## config.mk

```make
export PLATFORM = sky130hd
export DESIGN_NAME = matrix_feeder_flat
export DESIGN_NICKNAME = d
export VERILOG_FILES = /design/src/rtl/matrix_feeder_if.sv /design/src/rtl/matrix_feeder.sv /design/src/flat_wrapper.sv
export SDC_FILE = /design/constraint.sdc
export NUM_CORES = 1
export LEC_CHECK = 0
export BUFFER_PORTS_ARGS = -buffer_cell sky130_fd_sc_hd__buf_2
export CORE_MARGIN = 5
export CORE_UTILIZATION = 45
export CTS_CLUSTER_DIAMETER = 150
export CTS_CLUSTER_SIZE = 16
export DETAILED_ROUTE_END_ITERATION = 6
export PLACE_DENSITY = 0.57
export SETUP_SLACK_MARGIN = 0.2
export SLEW_MARGIN = 20
export SYNTH_ARGS = -nofsm -noshare
export SYNTH_HDL_FRONTEND = slang
export SYNTH_SLANG_ARGS = --single-unit
```

## constraint.sdc

```tcl
create_clock -name clk -period 3.7 [get_ports clk]
set_input_delay 0.185 -clock clk [delete_from_list [all_inputs] [get_ports clk]]
set_output_delay 0.185 -clock clk [all_outputs]
set_load 0.005 [all_outputs]
```

## src/rtl/matrix_feeder_if.sv

```systemverilog
// Element stream into the feeder and load/handshake signals toward the matrix core.
// slave: feeder side. master: the upstream source and the core, or a bench standing in for both.
interface matrix_feeder_if #(
   parameter int DATA_W = 8
);
   logic              s_valid;
   logic [DATA_W-1:0] s_data;
   logic              s_ready;
   logic              start_in;
   logic              valid_input;
   logic [DATA_W-1:0] X_load;
   logic              finish;

   modport master (
      output s_valid, s_data, finish,
      input  s_ready, start_in, valid_input, X_load
   );

   modport slave (
      input  s_valid, s_data, finish,
      output s_ready, start_in, valid_input, X_load
   );
endinterface

```

## src/rtl/matrix_feeder.sv

```systemverilog
// Buffers upstream elements in a multi-matrix word FIFO and feeds each complete matrix to the core.
// Optional finish watchdog: define FEEDER_FINISH_TIMEOUT_EN.
module matrix_feeder #(
   parameter int DATA_W    = 8,
   parameter int WORDS     = 32,
   parameter int MATS      = 2,
   parameter int START_GAP = 3,
   parameter int TIMEOUT   = 1024
) (
   input  logic                   clk,
   input  logic                   rst,
   matrix_feeder_if.slave         bus,
   output logic [$clog2(MATS):0]  avail_mats,
   output logic [15:0]            mats_done,
   output logic                   busy,
   output logic                   err_timeout
);

   localparam int DEPTH = MATS * WORDS;
   localparam int AW    = $clog2(DEPTH);
   localparam int CW    = AW + 1;
   localparam int BW    = $clog2(WORDS);
   localparam logic [BW-1:0] BeatLast = BW'(WORDS - 1);
   localparam logic [7:0]    GapLast  = 8'(START_GAP - 1);
   localparam logic [CW-1:0] DepthCnt = CW'(DEPTH);

   if ((WORDS < 2) || ((WORDS & (WORDS - 1)) != 0) || (MATS < 1) || ((MATS & (MATS - 1)) != 0) ||
       (START_GAP < 0) || (START_GAP > 255) || (TIMEOUT < 1)) begin : g_param_check
      $error("matrix_feeder: illegal parameter set");
   end

   typedef enum logic [2:0] {IDLE, START, STREAM, WAIT, GAP} state_t;

   state_t            state;
   state_t            state_nxt;
   logic [DATA_W-1:0] mem [DEPTH];
   logic [AW-1:0]     wr_ptr;
   logic [AW-1:0]     rd_ptr;
   logic [CW-1:0]     word_cnt;
   logic [BW-1:0]     part_cnt;
   logic [BW-1:0]     beat_cnt;
   logic [7:0]        gap_cnt;
   logic              wr_en;
   logic              rd_en;
   logic              mat_complete;
   logic              mat_launch;
   logic              finish_ack;
   logic              wd_expire;

   assign bus.s_ready     = (word_cnt < DepthCnt);
   assign wr_en           = bus.s_valid & bus.s_ready;
   assign rd_en           = (state == STREAM);
   assign mat_complete    = wr_en && (part_cnt == BeatLast);
   assign finish_ack      = (state == WAIT) && bus.finish;
   assign mat_launch      = (state == IDLE) && (state_nxt == START);

   assign bus.start_in    = (state == START);
   assign bus.valid_input = rd_en;
   assign bus.X_load      = rd_en ? mem[rd_ptr] : '0;
   assign busy            = (state != IDLE);

`ifdef FEEDER_FINISH_TIMEOUT_EN
   localparam int WDW = $clog2(TIMEOUT + 1);
   localparam logic [WDW-1:0] WdLast = WDW'(TIMEOUT - 1);

   logic [WDW-1:0] wd_cnt;

   // Watchdog only runs while waiting on finish; a real finish in the last cycle still wins.
   assign wd_expire = (state == WAIT) && !bus.finish && (wd_cnt == WdLast);

   always_ff @(posedge clk or negedge rst) begin
      if (!rst) begin
         wd_cnt      <= '0;
         err_timeout <= 1'b0;
      end else begin
         wd_cnt <= (state == WAIT) ? wd_cnt + 1'b1 : '0;
         if (wd_expire)
            err_timeout <= 1'b1;
      end
   end
`else
   assign wd_expire   = 1'b0;
   assign err_timeout = 1'b0;
`endif

   // Storage array carries no reset; only pointers and counts define its contents.
   always_ff @(posedge clk) begin
      if (wr_en)
         mem[wr_ptr] <= bus.s_data;
   end

   always_ff @(posedge clk or negedge rst) begin
      if (!rst) begin
         wr_ptr   <= '0;
         rd_ptr   <= '0;
         word_cnt <= '0;
         part_cnt <= '0;
      end else begin
         if (wr_en) begin
            wr_ptr   <= wr_ptr + 1'b1;
            part_cnt <= part_cnt + 1'b1;
         end
         if (rd_en)
            rd_ptr <= rd_ptr + 1'b1;
         case ({wr_en, rd_en})
            2'b10:   word_cnt <= word_cnt + 1'b1;
            2'b01:   word_cnt <= word_cnt - 1'b1;
            default: word_cnt <= word_cnt;
         endcase
      end
   end

   // A matrix completing in the same cycle it is launched leaves avail_mats untouched.
   always_ff @(posedge clk or negedge rst) begin
      if (!rst) begin
         avail_mats <= '0;
         mats_done  <= '0;
      end else begin
         case ({mat_complete, mat_launch})
            2'b10:   avail_mats <= avail_mats + 1'b1;
            2'b01:   avail_mats <= avail_mats - 1'b1;
            default: avail_mats <= avail_mats;
         endcase
         if (finish_ack)
            mats_done <= mats_done + 16'd1;
      end
   end

   always_ff @(posedge clk or negedge rst) begin
      if (!rst) begin
         state    <= IDLE;
         beat_cnt <= '0;
         gap_cnt  <= '0;
      end else begin
         state    <= state_nxt;
         beat_cnt <= (state == STREAM) ? beat_cnt + 1'b1 : '0;
         gap_cnt  <= (state == GAP) ? gap_cnt + 8'd1 : 8'd0;
      end
   end

   // IDLE also looks at a matrix completing this cycle so start_in follows the last word directly.
   always_comb begin
      state_nxt = state;
      case (state)
         IDLE:   if ((avail_mats != '0) || mat_complete) state_nxt = START;
         START:  state_nxt = STREAM;
         STREAM: if (beat_cnt == BeatLast) state_nxt = WAIT;
         WAIT:   if (bus.finish || wd_expire) state_nxt = (START_GAP == 0) ? IDLE : GAP;
         GAP:    if (gap_cnt == GapLast) state_nxt = IDLE;
         default: state_nxt = IDLE;
      endcase
   end

endmodule
```

## src/flat_wrapper.sv

```systemverilog
// flat-port wrapper written by rule: the top's interface ports become plain ports
module matrix_feeder_flat 
#(
   parameter int DATA_W    = 8,
   parameter int WORDS     = 32,
   parameter int MATS      = 2,
   parameter int START_GAP = 3,
   parameter int TIMEOUT   = 1024
)
  (clk, rst, avail_mats, mats_done, busy, err_timeout, bus_s_valid, bus_s_data, bus_finish, bus_s_ready, bus_start_in, bus_valid_input, bus_X_load);
  matrix_feeder_if #(.DATA_W(DATA_W)) bus_i ();
  input  logic clk;
  input  logic rst;
  output logic [$clog2(MATS):0] avail_mats;
  output logic [15:0] mats_done;
  output logic busy;
  output logic err_timeout;
  input wire logic [$bits(bus_i.s_valid)-1:0] bus_s_valid;
  input wire logic [$bits(bus_i.s_data)-1:0] bus_s_data;
  input wire logic [$bits(bus_i.finish)-1:0] bus_finish;
  output wire logic [$bits(bus_i.s_ready)-1:0] bus_s_ready;
  output wire logic [$bits(bus_i.start_in)-1:0] bus_start_in;
  output wire logic [$bits(bus_i.valid_input)-1:0] bus_valid_input;
  output wire logic [$bits(bus_i.X_load)-1:0] bus_X_load;
  assign bus_i.s_valid = bus_s_valid;
  assign bus_i.s_data = bus_s_data;
  assign bus_i.finish = bus_finish;
  assign bus_s_ready = bus_i.s_ready;
  assign bus_start_in = bus_i.start_in;
  assign bus_valid_input = bus_i.valid_input;
  assign bus_X_load = bus_i.X_load;
  matrix_feeder #(.DATA_W(DATA_W), .WORDS(WORDS), .MATS(MATS), .START_GAP(START_GAP), .TIMEOUT(TIMEOUT)) u_core (.clk(clk), .rst(rst), .bus(bus_i), .avail_mats(avail_mats), .mats_done(mats_done), .busy(busy), .err_timeout(err_timeout));
endmodule
```

==> metrics <==
worst r2r path cells 11; Yosys top cell area share 0.679; first-pass GRT wire length about 80 mm; routed vias/inst roughly 5.8; RSZ-0062 raised after global routing true; final period utilization 0.948; worst relative slew slack 0.360; Starting DRT DRC Count 1233; vias post-DR 11400; GRT Util Overall 0.195; # Max-Cap Violations 0; Peak Freq between 0.2 and 0.3 GHz; largest net degree at the start of global routing 50; Lkg Pwr 8.31 nW; crit path launch type flop; number of diodes 0; combinational share of power 0.317; worst skew pair latency 0.58 ns; Post-Route M1 WL around 23 mm; final wirelength 53.1 mm; Net Count, Synth ~1200; GR Overflow Total 0; Clock Sinks 570; port bufs 41; Final Setup Violations 0; area delta synth->final 10.8%; Fill cells slightly above 4000; outcome completed; Pwr Total 17.5 mW; CP Max Fanout 15; Worst-Margin Slew 0.956 ns; Chip Height 234 µm; crit path to bus_X_load[0]; final antenna-violating net count 0; io pins 43; CP required 3.51 ns; Clock Path Buffers 3; maximum VDD drop 0.000361 V; met2 WL 24.9 mm; P per Cell Area 699 nW/µm²; Num CTS Buffers 41; Synth Flop Type edfxtp_1; vias in the first global route 11600; Synth cell types 52; Synth async-reset ratio 0.102; num rows 82; CTS tree built; fin crit period 3.51 ns; total count of max-transition violations in the final report 0; CTS H-tree lvls 2; largest area contributor in the netlist edfxtp_1; routed wl met3 3.37 mm; width of the die roughly 230 µm; Post-synth EDFFs 512; Critical R2R Capture u_core.word_cnt[6]$_DFFE_PN0P_; clock skew 0.0381 ns; Syn Area/Cell 18.6 µm²; adder-cell share of the synthesized area 0.00973; Clock power frac 0.241; Seq/Total Area, Yosys 0.743; share of layout cells above drive strength 1 0.197; final hold violation count 0; mux share of post-synthesis cell area 0.126; dpl hpwl 34.3 mm; Net Sw Power between 5 and 6 mW; switching portion of total power 0.324; Initial Utilization 0.453; fin util 0.502; internal power roughly 12 mW; DR WL/cell 26.7 µm; Critical Path End Type output port; crit path DAT between 3 and 4 ns; worst setup path start u_core.rd_ptr[2]$_DFFE_PN0P_; CTS root buf clkbuf_16; Simple-Gate Fraction of Synth Area 0.0424; R2R Setup Slk 0.84 ns; core area between 40000 and 50000 µm²; Post-Syn Area 22600 µm²; Synth Register Bits 570; YS warnings 0; Synth Instances approximately 1200; main combinational cell family by area after synthesis multiplexers; reg-to-reg startpoint u_core.state[2]$_DFF_PN0_; top cells by area, synth edfxtp_1 (68%), mux4_2 (9.5%), dfrtp_1 (6.4%); GPL Wtd Cong slightly above 0.9; Worst-path clk slew approximately 0.07 ns; Min-Delay Path Class in -> reg; Hold Startpoint bus_s_data[5]; initial antenna violation count 0; Synth Area in Compound Gates 0.0438; xor/xnor share of the synthesized area 0.0166; kind of critical path reg -> out; 1st-pass router iterations 5; DRC Markers 0; sequential power share 0.442; Nets 1326; setup TNS 0 ns; Top Layer Used met4; Die ar. approximately 55000 µm²
[state kept, by name, summed over array words and instances, names as in the netlist]
register,flops
u_core.avail_mats,2
u_core.beat_cnt,5
u_core.gap_cnt,8
u_core.mats_done,16
u_core.mem,512
u_core.part_cnt,5
u_core.rd_ptr,6
u_core.state,3
u_core.word_cnt,7
u_core.wr_ptr,6
[cells in the mapped netlist (2+ instances only)]
master	number
buf_2	18
o22ai_1	16
a22o_1	16
inv_1	11
buf_1	3
mux4_2	96
edfxtp_1	512
nand2b_1	3
buf_4	4
a22oi_1	24
nand3_1	19
mux2_2	4
buf_6	9
nor3_1	4
and2_1	3
o221ai_1	16
or3_1	2
a21oi_1	27
a211oi_2	4
nor2b_1	8
xnor2_1	25
nand2_1	40
or2_2	2
clkbuf_1	29
ha_1	16
a211oi_1	21
a21o_1	2
nand3b_1	4
xor2_1	18
nor3b_1	2
o21ai_0	5
mux2i_1	65
nor2_1	96
and3_1	9
dfrtp_1	58
nand4_1	8
nor4_1	3
[power groups by stage]
stage / Sequential [mW] / Combinational [mW] / Clock, mW
finish: 7.73 / 5.55 / 4.23
global route: 7.78 / 5.93 / 4.59
CTS: 7.73 / 5.54 / 4.31
detailed placement: 7.97 / 5.32 / 0
global placement: 7.95 / 5.31 / 0
floorplan: 7.59 / 3.78 / 0
[metal layers]
metal	vias up	global-route usage
met3	90	0.0317
met4	0	0.0631
met1	5994	0.286
met2	347	0.304
li1	5013	-
met5	-	0
[layout make-up]
type / instances / area [µm²] / share of cell area
Sequential cell: 570 / 16800 / 0.671
Clock buffer: 59 / 1140 / 0.0453
Clock inverter: 2 / 17.5 / 0.000699
Timing Repair Buffer: 101 / 774 / 0.0309
Multi-Input combinational cell: 572 / 5430 / 0.217
Inverter: 11 / 41.3 / 0.00165
Tap cell: 672 / 841 / 0.0335
[logic make-up (layout without fill, tap and decap cells)]
family                     Yosys count  count (layout)
DFF                                570             570
and+or+nand+nor                    209             209
muxes                              165             165
AOI/OAI and AO/OA                  137             137
buffers and inverters               75             173
xor gates and xnor gates            43              43
adders and majority gates           17              17
other                                1               1
[how the worst min path moves through the flow]
stage / end / slack (ns) / cells after the start
final: u_core.mem[32][5]$_DFFE_PP_ / 0.09 / 1
after global routing: u_core.mem[32][5]$_DFFE_PP_ / 0.08 / 1
after CTS: u_core.mem[32][5]$_DFFE_PP_ / 0.07 / 1
after detailed placement: u_core.mats_done[0]$_DFFE_PN0P_ / 0.41 / 1
after global placement: u_core.mats_done[0]$_DFFE_PN0P_ / 0.41 / 1
after floorplan: u_core.avail_mats[0]$_DFFE_PN0P_ / -0.11 / 0
[per-stage QoR]
stage                     cells  area (µm²)  hold WS, ns  worst slack [ns]
after floorplan            1217       22600       -0.111              1.12
after global placement     1918       23800        0.410             0.400
after detailed placement   1918       23800        0.413             0.394
after CTS                  1986       25000       0.0707             0.153
after global routing       1987       25100       0.0834             0.166
final                      1987       25100       0.0928             0.192
[timing repair]
action,4_1_cts,5_1_grt
pin swaps,0,1
gates resized for setup,4,0
gates cloned,0,1
buffers inserted,5,0
setup endpoints to repair,7,7
endpoints found under the hold margin,43,0
hold buffers,2,0
[critical path, stage by stage (launching register included)]
cell and delay [ns]:
dfrtp_2 0.55, buf_4 0.28, nor2b_1 0.61, buf_4 0.37
a211oi_2 0.16, a21oi_1 0.28, a22o_1 0.32, buf_2 0.17
[cells in the final DEF, fill, tap and decap left out, drive strengths merged, types with 2 or more instances in the layout]
| cell | instances |
|---|---|
| nor2b | 8 |
| or3b | 2 |
| mux2i | 65 |
| inv | 12 |
| or2 | 2 |
| dlygate4sd3 | 2 |
| and2 | 3 |
| ha | 16 |
| or3 | 2 |
| dfrtp | 58 |
| o22ai | 16 |
| nor2 | 96 |
| a21o | 2 |
| a22oi | 24 |
| nor3 | 4 |
| and3 | 9 |
| clkbuf | 60 |
| nand4 | 8 |
| edfxtp | 512 |
| xnor2 | 25 |
| nand2b | 3 |
| buf | 98 |
| mux4 | 96 |
| a211oi | 25 |
| o221ai | 16 |
| xor2 | 18 |
| nand3 | 19 |
| mux2 | 4 |
| nor3b | 2 |
| a21oi | 27 |
| nor4 | 3 |
| a22o | 16 |
| o21ai | 5 |
| nand3b | 4 |
| nand2 | 40 |
No activity file was read; power rests on OpenSTA's default activity.
